==> src/rtl/adder_tree_pkg.sv <==
// Shared types and sizing helpers for the time-multiplexed adder-tree controller.
// Other files pull these in with import adder_tree_pkg::*.
package adder_tree_pkg;

  typedef enum logic [1:0] {
    LOAD   = 2'd0,
    REDUCE = 2'd1,
    OUT    = 2'd2
  } state_t;

  function automatic int n_ops(input int levels);
    return 1 << levels;
  endfunction

  function automatic int res_w(input int adder_width, input int levels);
    return adder_width + levels;
  endfunction

  function automatic int slots(input int levels);
    return 2 * (1 << levels) - 1;
  endfunction

  // Counter width; never returns less than 1 so a counter always has a bit.
  function automatic int clog2(input int value);
    int r;
    r = 1;
    for (int i = 1; i < 31; i++) begin
      if ((1 << i) < value) r = i + 1;
    end
    return r;
  endfunction

endpackage

==> src/rtl/adder_tree_scratch.sv <==
// Scratch register file for the adder tree: operands in the low slots, partial
// sums above them. One write port, two operand read ports, one root read port.
module adder_tree_scratch
  import adder_tree_pkg::*;
#(
  parameter int SLOTS = 15,
  parameter int RW    = 35,
  parameter int AW    = 4
) (
  input  logic          clk,
  input  logic          we,
  input  logic [AW-1:0] waddr,
  input  logic [RW-1:0] wdata,
  input  logic [AW-1:0] raddr_a,
  input  logic [AW-1:0] raddr_b,
  output logic [RW-1:0] rdata_a,
  output logic [RW-1:0] rdata_b,
  output logic [RW-1:0] root
);

  logic [RW-1:0] mem [SLOTS];

  // NOTE: the storage array has no reset; every slot is written before it is
  // read in a job, so clearing it would only cost reset fan-out.
  always_ff @(posedge clk) begin
    if (we) mem[waddr] <= wdata;
  end

  assign rdata_a = mem[raddr_a];
  assign rdata_b = mem[raddr_b];
  assign root    = mem[SLOTS-1];

endmodule

==> src/rtl/adder_tree_seq_ctrl.sv <==
// Time-multiplexed adder-tree controller: loads 2**LEVELS operands, reduces them
// on one shared adder in tree order, then offers the sum. Optional perf counters
// under ADDER_TREE_SEQ_CTRL_PERF_EN.
module adder_tree_seq_ctrl
  import adder_tree_pkg::*;
#(
  parameter int ADDER_WIDTH = 32,
  parameter int LEVELS      = 3
) (
  input  logic                          clk,
  input  logic                          reset,
  input  logic                          in_valid,
  output logic                          in_ready,
  input  logic [ADDER_WIDTH-1:0]        in_data,
  output logic                          out_valid,
  input  logic                          out_ready,
  output logic [ADDER_WIDTH+LEVELS-1:0] out_sum,
  output logic                          busy
`ifdef ADDER_TREE_SEQ_CTRL_PERF_EN
  ,
  output logic [31:0]                   job_count,
  output logic [31:0]                   stall_count
`endif
);

  localparam int N_OPS = n_ops(LEVELS);
  localparam int RES_W = res_w(ADDER_WIDTH, LEVELS);
  localparam int SLOTS = slots(LEVELS);
  localparam int BW    = clog2(N_OPS);
  localparam int AW    = clog2(SLOTS);

  localparam logic [BW-1:0] LAST_BEAT = BW'(N_OPS - 1);
  localparam logic [BW-1:0] LAST_STEP = BW'(N_OPS - 2);
  localparam logic [AW-1:0] SUM_BASE  = AW'(N_OPS);

  state_t state_q, state_d;
  logic [BW-1:0]    beat_q, step_q;
  logic             we;
  logic [AW-1:0]    waddr, raddr_a, raddr_b;
  logic [RES_W-1:0] wdata, rdata_a, rdata_b, root, add_sum;

  // Step s combines slots 2s and 2s+1, which is exactly tree order.
  assign raddr_a = AW'({step_q, 1'b0});
  assign raddr_b = AW'({step_q, 1'b1});
  assign add_sum = rdata_a + rdata_b;

  adder_tree_scratch #(
    .SLOTS (SLOTS),
    .RW    (RES_W),
    .AW    (AW)
  ) u_scratch (
    .clk     (clk),
    .we      (we),
    .waddr   (waddr),
    .wdata   (wdata),
    .raddr_a (raddr_a),
    .raddr_b (raddr_b),
    .rdata_a (rdata_a),
    .rdata_b (rdata_b),
    .root    (root)
  );

  // NOTE: every signal gets a default before the case so no path leaves it
  // unassigned, which would infer a latch.
  always_comb begin
    state_d   = state_q;
    in_ready  = 1'b0;
    out_valid = 1'b0;
    busy      = 1'b0;
    we        = 1'b0;
    waddr     = AW'(beat_q);
    wdata     = RES_W'(in_data);
    unique case (state_q)
      LOAD: begin
        in_ready = 1'b1;
        if (in_valid) begin
          we = 1'b1;
          if (beat_q == LAST_BEAT) state_d = REDUCE;
        end
      end
      REDUCE: begin
        busy  = 1'b1;
        we    = 1'b1;
        waddr = SUM_BASE + AW'(step_q);
        wdata = add_sum;
        if (step_q == LAST_STEP) state_d = OUT;
      end
      OUT: begin
        busy      = 1'b1;
        out_valid = 1'b1;
        if (out_ready) state_d = LOAD;
      end
      default: state_d = LOAD;
    endcase
  end

  assign out_sum = (state_q == OUT) ? root : '0;

  // NOTE: sequential state uses non-blocking assignments so every register
  // samples pre-edge values regardless of statement order.
  always_ff @(posedge clk) begin
    if (reset) begin
      state_q <= LOAD;
      beat_q  <= '0;
      step_q  <= '0;
    end else begin
      state_q <= state_d;
      if (state_q == LOAD && in_valid) begin
        beat_q <= (beat_q == LAST_BEAT) ? '0 : beat_q + 1'b1;
      end
      step_q <= (state_q == REDUCE) ? step_q + 1'b1 : '0;
    end
  end

`ifdef ADDER_TREE_SEQ_CTRL_PERF_EN
  always_ff @(posedge clk) begin
    if (reset) begin
      job_count   <= '0;
      stall_count <= '0;
    end else begin
      if (out_valid && out_ready) job_count <= job_count + 1'b1;
      if (out_valid && !out_ready && stall_count != '1) stall_count <= stall_count + 1'b1;
    end
  end
`endif

endmodule

==> config.mk <==
export PLATFORM = sky130hd
export DESIGN_NAME = adder_tree_seq_ctrl
export DESIGN_NICKNAME = d
export VERILOG_FILES = /design/src/rtl/adder_tree_pkg.sv /design/src/rtl/adder_tree_scratch.sv /design/src/rtl/adder_tree_seq_ctrl.sv
export SDC_FILE = /design/constraint.sdc
export NUM_CORES = 1
export LEC_CHECK = 0
export CORE_ASPECT_RATIO = 1.2
export CORE_MARGIN = 8
export CORE_UTILIZATION = 30
export CTS_CLUSTER_SIZE = 12
export DETAILED_ROUTE_END_ITERATION = 7
export PLACE_DENSITY = 0.43
export SLEW_MARGIN = 20
export SYNTH_ARGS = -nofsm -noshare
export SYNTH_HDL_FRONTEND = slang
export SYNTH_HIERARCHICAL = 1
export SYNTH_SLANG_ARGS = --single-unit
export TNS_END_PERCENT = 30
==> constraint.sdc <==
create_clock -name clk -period 7.1 [get_ports clk]
set_clock_uncertainty 0.2 [all_clocks]
set_input_delay 1.775 -clock clk [delete_from_list [all_inputs] [get_ports clk]]
set_output_delay 1.775 -clock clk [all_outputs]
set_load 0.01 [all_outputs]
# Word-level counts from Yosys, hierarchy flattened
# Memory sizes are Yosys's and may differ from the RTL's. A register that Yosys moved wholly into a read port is not among the register bits.
# Cells that the tools add are included.
# W data, S select, Z words.
# word_totals
ff_bits	8
n_memories	1
inputBits	36
elab_cells	40
ramBits	525
out_inout_bits	38
# mem_list
memory	depth	word_bits	rd	rd_ports_with_merged_regs	wr	line_no	rtl
u_scratch.mem	15	35	3	2	1	adder_tree_scratch.sv:21	logic [RW-1:0] mem [SLOTS];
# classes
mux	18
bitwise	1
add_sub_neg	4
n_reduce_logical	5
n_eq_ne	8
# ops
op	n
$mux W35	2
$add A35 B35 Y35	1
$mux W4	3
$mux W2	4
$add A3 B1 Y3 const B	2
$eq A3 B3 Y1 const B	2
$mux W1	6
$ne A2 B2 Y1 const B	3
$pmux W2 S3	1
$add A4 B3 Y4 const A	1
$reduce_and A4 Y1	1
$reduce_or A2 Y1	2
$mux W3	1
$eq A2 B1 Y1 const B	1
$eq A2 B2 Y1 const B	1
$logic_not A2 Y1	1
$ne A2 B1 Y1 const B	1
$pmux W1 S2	1
$logic_and A1 B1 Y1	1
$not A1 Y1	1

# Longest topological paths before layout
# Gate-level depths: netlist of the first run.
# logic_depth
word_depth	4
ltp_mapped	19
depth_no_buf	15

# Modules after synthesis
# The synthesis of the first run kept the hierarchy.
# modules_own_cells
mod	seq_area_each_um2	area_each_um2	n_inst	cells_per_inst
adder_tree_scratch	15765.1	23872.9	1	1297
adder_tree_seq_ctrl	160.2	2961.6	1	401

# Worst setup path before layout of the first run
# No wires, ideal clock.
# synth_path
path_type	in2reg
from	input in_valid
to	memory u_scratch.mem[0][0], enable pin
required_ns	6.429
setup_ns	0.471
stages	4
setup_slack_ns	1.512
n_path_buf	0
arrival_ns	4.917
cell_sequence	nand2_1 > nand2_1 > or3b_2 > nor3_1
# synth_via
elab_chain_cells	4
# synth_rtl
item	line_no	rtl
start, declared	adder_tree_seq_ctrl.sv:12	input logic in_valid,
$mux W1	adder_tree_seq_ctrl.sv:76	if (in_valid) begin
$pmux W1 S2	adder_tree_seq_ctrl.sv:73	unique case (state_q)
named net we	adder_tree_seq_ctrl.sv:38	logic we;
$mux W1	adder_tree_scratch.sv:26	if (we) mem[waddr] <= wdata;
$mux W1 (not written as such)	adder_tree_scratch.sv:26	
end, declared	adder_tree_scratch.sv:21	
# The timed path passes the listed nets, and every way through them passes these cells.

==> reports/metrics.cfg, run 1 <==
[setup_path]
cp.required_ns=7.17
cp.arrival_ns=6.01
path_class=reg2reg
startpoint_type=flop
end_kind=flop
path_max_fanout=16

[place]
place_congestion=0.801
pre_cts_ws_ns=1.19
io_buffers=73
hpwlAfterDp_microns=51000

[synthesis]
ys_types=65
avgSynthCellArea_sq_um=15.8
synthArstFlopShare=0
synthCells=1698
yosys_register_bits=533
ys_warn_count=6
synth.net_count=1776
synth_ff_type=edfxtp_1
yosysSeqAreaShare=0.593
synth_enable_flop_cells=525
syn_area_sq_um=26800

[clock_tree]
cts_resized=0
cts_buffers=58
clock_latency_ns=0.63
cts_hold_buf=0
postCtsSetupBuffers=0
cts_tree=built
cts-htree-levels=2
cts_root_buf=clkbuf_16
cts.clk_slew.worst_paths_ns=0.06
cts_sinks=533
cts_buffer_depth=3

[power_and_ir_drop]
p_per_area_nw_per_um2=231
vdd_ir_drop_max_uv=192
power_w=0.00715
cellLeakagePower_nw=9.91

[global_routing]
track_usage=0.167
antenna_found_initial=0
grt_overflow=0
grt_pass1_wl_microns=120000
grt_pass1_vias=17100
grt_max_degree=151

[drt]
viasPerCell=5.42
dr.pass1.iters=5
avgRoutedWirePerCell_microns=28.1
drt_iter0_drc=1053
drc=0
drt-total-wl_microns=83500
ant_nets=0
vias=16100

[sta]
finalHoldViolCount=0
maxSlewViolCount=0
fmax_mhz=168
worst_pin_slew_ns=1.05
tns_ns=0
final.min_clock_period_ns=5.95
rsz0062_at_grt=false
fin_crit_sh=0.838
setup_slack_ns=1.15
slew_headroom=0.300
finalSetupViolations=0

[min_path]
hold_path.class=reg2reg

[die]
std_cell_rows=120
die_area_sq_um=99300
num_io_pins=74
chipHeight_microns=344
die_w_microns=289
start_util=0.302
core-area_sq_um=88900

[status]
status=finished clean

[layout]
nets=1846
synthToLayoutAreaGrowth_pct=15.0
layout_common_cells=edfxtp_1, mux4_2, a21oi_1
final_common_cell=edfxtp_1
final_layout_size_suffix_gt1_frac=0.231
diodes=0

[job]
cap_viol_max_count=0

-- synth_stat cells, drive strengths merged (2+ instances only) --
cell type / instances / share of area
o21a: 6 / 0.0017
mux2i: 82 / 0.031
nor3: 8 / 0.0015
mux2: 48 / 0.020
nand2b: 10 / 0.0023
inv: 14 / 0.0020
dfxtp: 8 / 0.0060
conb: 2 / 0.00028
and2: 39 / 0.0091
a211oi: 9 / 0.0031
edfxtp: 525 / 0.59
nand2: 91 / 0.013
nand4: 5 / 0.0012
ha: 41 / 0.019
buf: 61 / 0.014
nor2: 108 / 0.015
a31oi: 7 / 0.0016
o31ai: 2 / 0.00075
a21o: 15 / 0.0042
nand3: 10 / 0.0019
a31o: 2 / 0.00065
o211ai: 65 / 0.018
o21ai: 25 / 0.0048
and4: 2 / 0.00065
or3: 3 / 0.00070
nand3b: 2 / 0.00056
a22oi: 69 / 0.019
xor2: 7 / 0.0023
xnor2: 20 / 0.0065
a211o: 3 / 0.00098
o21bai: 6 / 0.0017
mux4: 200 / 0.17
o22ai: 11 / 0.0026
nor2b: 7 / 0.0016
and3: 4 / 0.00098
or3b: 2 / 0.00065
a21oi: 115 / 0.022
clkbuf: 49 / 0.0069
nor3b: 2 / 0.00098
or2: 2 / 0.00047
-- through the flow --
step / hold WS [ns] / instances / utilization / instance area, sq um
after floorplan: 0.245 / 1698 / - / 26800
after global placement: 0.328 / 2867 / 0.327 / 29000
after detailed placement: 0.332 / 2867 / 0.327 / 29000
after CTS: 0.348 / 2968 / 0.347 / 30900
after global routing: 0.352 / 2968 / 0.347 / 30900
final: 0.340 / 2968 / 0.347 / 30900
-- state kept, by name, indices dropped and copies added, names as in the netlist --
| register | count |
|---|---|
| step_q | 3 |
| state_q | 2 |
| u_scratch/mem | 525 |
| beat_q | 3 |
-- kinds of logic after synthesis --
kind of cell | Yosys count | share of synthesized area
xor gates and xnor gates | 27 | 0.00881
adders and majority gates | 42 | 0.0199
other | 2 | 0.000280
DFF | 533 | 0.593
and+or+nand+nor | 296 | 0.0512
AOI/OAI and AO/OA | 343 | 0.0842
muxes | 330 | 0.219
buffers and inverters | 125 | 0.0234
-- path summary, 6_finish.rpt --
check             slack, ns                        endpoint  depth (start not counted)               startpoint
setup / recovery       1.15  u_scratch/mem[4][33]$_DFFE_PP_                         13     step_q[2]$_SDFF_PP0_
hold / removal         0.34         state_q[0]$_SDFFE_PP0P_                          2  state_q[0]$_SDFFE_PP0P_
setup reg to reg       1.15  u_scratch/mem[4][33]$_DFFE_PP_                         13     step_q[2]$_SDFF_PP0_
hold reg to reg        0.34         state_q[0]$_SDFFE_PP0P_                          2  state_q[0]$_SDFFE_PP0P_
-- worst max-delay path: stages, from the launching register on --
cell	delay (ns)
dfxtp_1	0.78
inv_1	0.54
nor2_4	0.70
nand2_1	0.10
o211ai_1	0.13
ha_1	0.39
nand2_1	0.11
o21ai_0	0.45
a31oi_1	0.08
o21a_1	0.24
a211oi_2	0.51
o2111ai_1	0.28
a21o_1	0.24
a21oi_1	0.80
-- final cells by class --
class,instances,area [sq um]
multi-input combinational,1040,10400
inverter,15,56.3
fill,8495,58000
sequential,533,15900
tap,1159,1450
timing repair buffer,120,1160
clock buffer,78,1600
clock inverter,23,236
-- report_power, final --
group | switching, W | leakage (nW) | total, W | internal [W]
sequential | 0.0000126 | 4.85 | 0.00350 | 0.00349
combinational | 0.000389 | 4.16 | 0.000660 | 0.000271
clock | 0.00125 | 0.899 | 0.00299 | 0.00174
total | 0.00165 | 9.91 | 0.00715 | 0.00550
-- layer usage --
layer,vias to the layer above,routed length (microns),track usage
met5,-,0,0
met4,0,2830,0.0558
met3,141,3530,0.0247
met2,416,43100,0.299
met1,8456,34000,0.204
li1,7068,-,-
Power figures use the tool's default switching activity.
==> inputs of run 2 (changes only) <==
Settings changed: PLACE_DENSITY 0.43 to 0.44.
Clock period 7.1 ns to 5.35 ns, I/O delays scaled along.
==> run 2 against run 1 <==
Effect of this change:
- first-iteration DRC count rose by 26%
- via count rose by 2.9%
- count of clock-buffer cells in the layout fell by 4
- sequential power rose by 33%
- critical path depth rose by 2
- utilization rose by 0.81 points
- fmax rose by 22%
- sequential share of layout area fell by 1.2 points
- clock power rose by 34%
- power rose by 34%
- non-clock buffer count rose by 67
- setup slack got worse by 0.67 ns
- critical endpoint is now u_scratch/mem[7][27]$_DFFE_PP_
- largest power group unchanged
==> reports/metrics.cfg, run 2 (synthesis gave the netlist of run 1 again) <==
[setup_path]
cp.required_ns=5.47  ; was 7.17 ns
cp.arrival_ns=4.99  ; was 6.01 ns
path_class=reg2reg  ; unchanged
startpoint_type=flop  ; unchanged
end_kind=flop  ; unchanged
path_max_fanout=36  ; was 16

[die]
std_cell_rows=120  ; unchanged
die_w_microns=289  ; unchanged
num_io_pins=74  ; unchanged
chipHeight_microns=344  ; unchanged
start_util=0.302  ; unchanged
core-area_sq_um=88900  ; unchanged
die_area_sq_um=99300  ; unchanged

[drt]
viasPerCell=5.44  ; was 5.42
dr.pass1.iters=5  ; unchanged
drt-total-wl_microns=86100  ; was 83500 microns
avgRoutedWirePerCell_microns=28.3  ; was 28.1 microns
drt_iter0_drc=1329  ; was 1053
drc=0  ; unchanged
vias=16500  ; was 16100
ant_nets=0  ; unchanged

[global_routing]
grt_max_degree=151  ; unchanged
grt_overflow=0  ; unchanged
track_usage=0.172  ; was 0.167
antenna_found_initial=1  ; was 0
grt_pass1_wl_microns=124000  ; was 120000 microns
grt_pass1_vias=17400  ; was 17100

[place]
io_buffers=73  ; unchanged
hpwlAfterDp_microns=54100  ; was 51000 microns
place_congestion=0.788  ; was 0.801

[layout]
synthToLayoutAreaGrowth_pct=17.7  ; was 15.0%
fill_cells=8464  ; was 8495
final_common_cell=edfxtp_1  ; unchanged
final_core_utilization=0.355  ; was 0.347
largest_reg_flops=525  ; unchanged
final_layout_size_suffix_gt1_frac=0.257  ; was 0.231
regMostFlops=u_scratch/mem  ; unchanged
diodes=0  ; unchanged
reg_top3=u_scratch/mem: 525 flops, beat_q: 3 flops, step_q: 3 flops  ; unchanged
nets=1913  ; was 1846
layout_common_cells=edfxtp_1, mux4_2, a21oi_1  ; unchanged

[clock_tree]
cts_hold_buf=0  ; unchanged
cts_sinks=533  ; unchanged
cts_tree=built  ; unchanged
cts_resized=0  ; unchanged
cts_buffer_depth=3  ; unchanged
cts-htree-levels=2  ; unchanged
cts_root_buf=clkbuf_16  ; unchanged
clock_latency_ns=0.63  ; about the same
cts.clk_slew.worst_paths_ns=0.06  ; about the same
postCtsSetupBuffers=0  ; unchanged
cts_buffers=58  ; unchanged

[sta]
tns_ns=0  ; unchanged
worst_pin_slew_ns=1.01  ; was 1.05 ns
maxSlewViolCount=0  ; unchanged
final.min_clock_period_ns=4.87  ; was 5.95 ns
fmax_mhz=205  ; was 168 MHz
whs_ns=0.309  ; was 0.340 ns
finalSetupViolations=0  ; unchanged
finalHoldViolCount=0  ; unchanged
fin_crit_sh=0.910  ; was 0.838
slew_headroom=0.328  ; was 0.300
rsz0062_at_grt=false  ; unchanged

[power_and_ir_drop]
power_w=0.00958  ; was 0.00715 W
cellLeakagePower_nw=10.3  ; was 9.91 nW
p_per_area_nw_per_um2=303  ; was 231 nW/um^2
vdd_ir_drop_max_uv=275  ; was 192 uV

[job]
cap_viol_max_count=0  ; unchanged

[status]
status=finished clean  ; unchanged

[min_path]
hold_path.class=reg2reg  ; unchanged

## run 2: where the power goes
group / internal (W) / switching [W]
combinational: 0.000397 / 0.000532
sequential: 0.00463 / 0.0000170
clock: 0.00235 / 0.00166
total: 0.00737 / 0.00221
## run 2: worst paths after layout
kind         cells after the start                        endpoint  slack, ns              startpoint
min reg2reg                      2          beat_q[2]$_SDFFE_PP0P_       0.31  beat_q[2]$_SDFFE_PP0P_
max reg2reg                     15  u_scratch/mem[7][27]$_DFFE_PP_       0.48    step_q[0]$_SDFF_PP0_
max                             15  u_scratch/mem[7][27]$_DFFE_PP_       0.48    step_q[0]$_SDFF_PP0_
min                              2          beat_q[2]$_SDFFE_PP0P_       0.31  beat_q[2]$_SDFFE_PP0P_
## run 2: layer usage
metal | share of wire | up-vias | global-route usage | routed length, microns
met2 | 0.51 | 433 | 0.301 | 43500
met5 | 0 | - | 0 | 0
met3 | 0.043 | 111 | 0.0229 | 3690
li1 | - | 7205 | - | -
met1 | 0.43 | 8800 | 0.225 | 37000
met4 | 0.022 | 0 | 0.0410 | 1920
## run 2: critical path: stages, from the launching register on
cell and delay, ns:
dfxtp_4 0.64, buf_12 0.28, buf_4 0.30, mux4_2 0.35
nand2_1 0.09, o211ai_1 0.12, ha_1 0.39, a21o_1 0.18
a21o_1 0.17, a21oi_1 0.20, nor4b_2 0.28, o211ai_1 0.26
buf_4 0.20, a31oi_1 0.32, xnor2_1 0.10, mux2_2 0.40
## run 2: metrics by stage
stage | area [sq um] | worst slack, ns | std cells
finish | 31600 | 0.480 | 3040
global route | 31600 | 0.199 | 3040
CTS | 31600 | 0.215 | 3039
detailed placement | 29700 | 0.246 | 2933
global placement | 29700 | 0.280 | 2933
floorplan | 26800 | 0.158 | 1698
## run 2: cell type report
cell class | count | area, sq um | area share
clock buffer | 74 | 1580 | 0.0499
tap | 1159 | 1450 | 0.0459
clock inverter | 32 | 295 | 0.00935
inverter | 15 | 56.3 | 0.00178
multi-input combinational | 1040 | 10400 | 0.331
sequential | 533 | 15900 | 0.504
timing repair buffer | 187 | 1840 | 0.0582
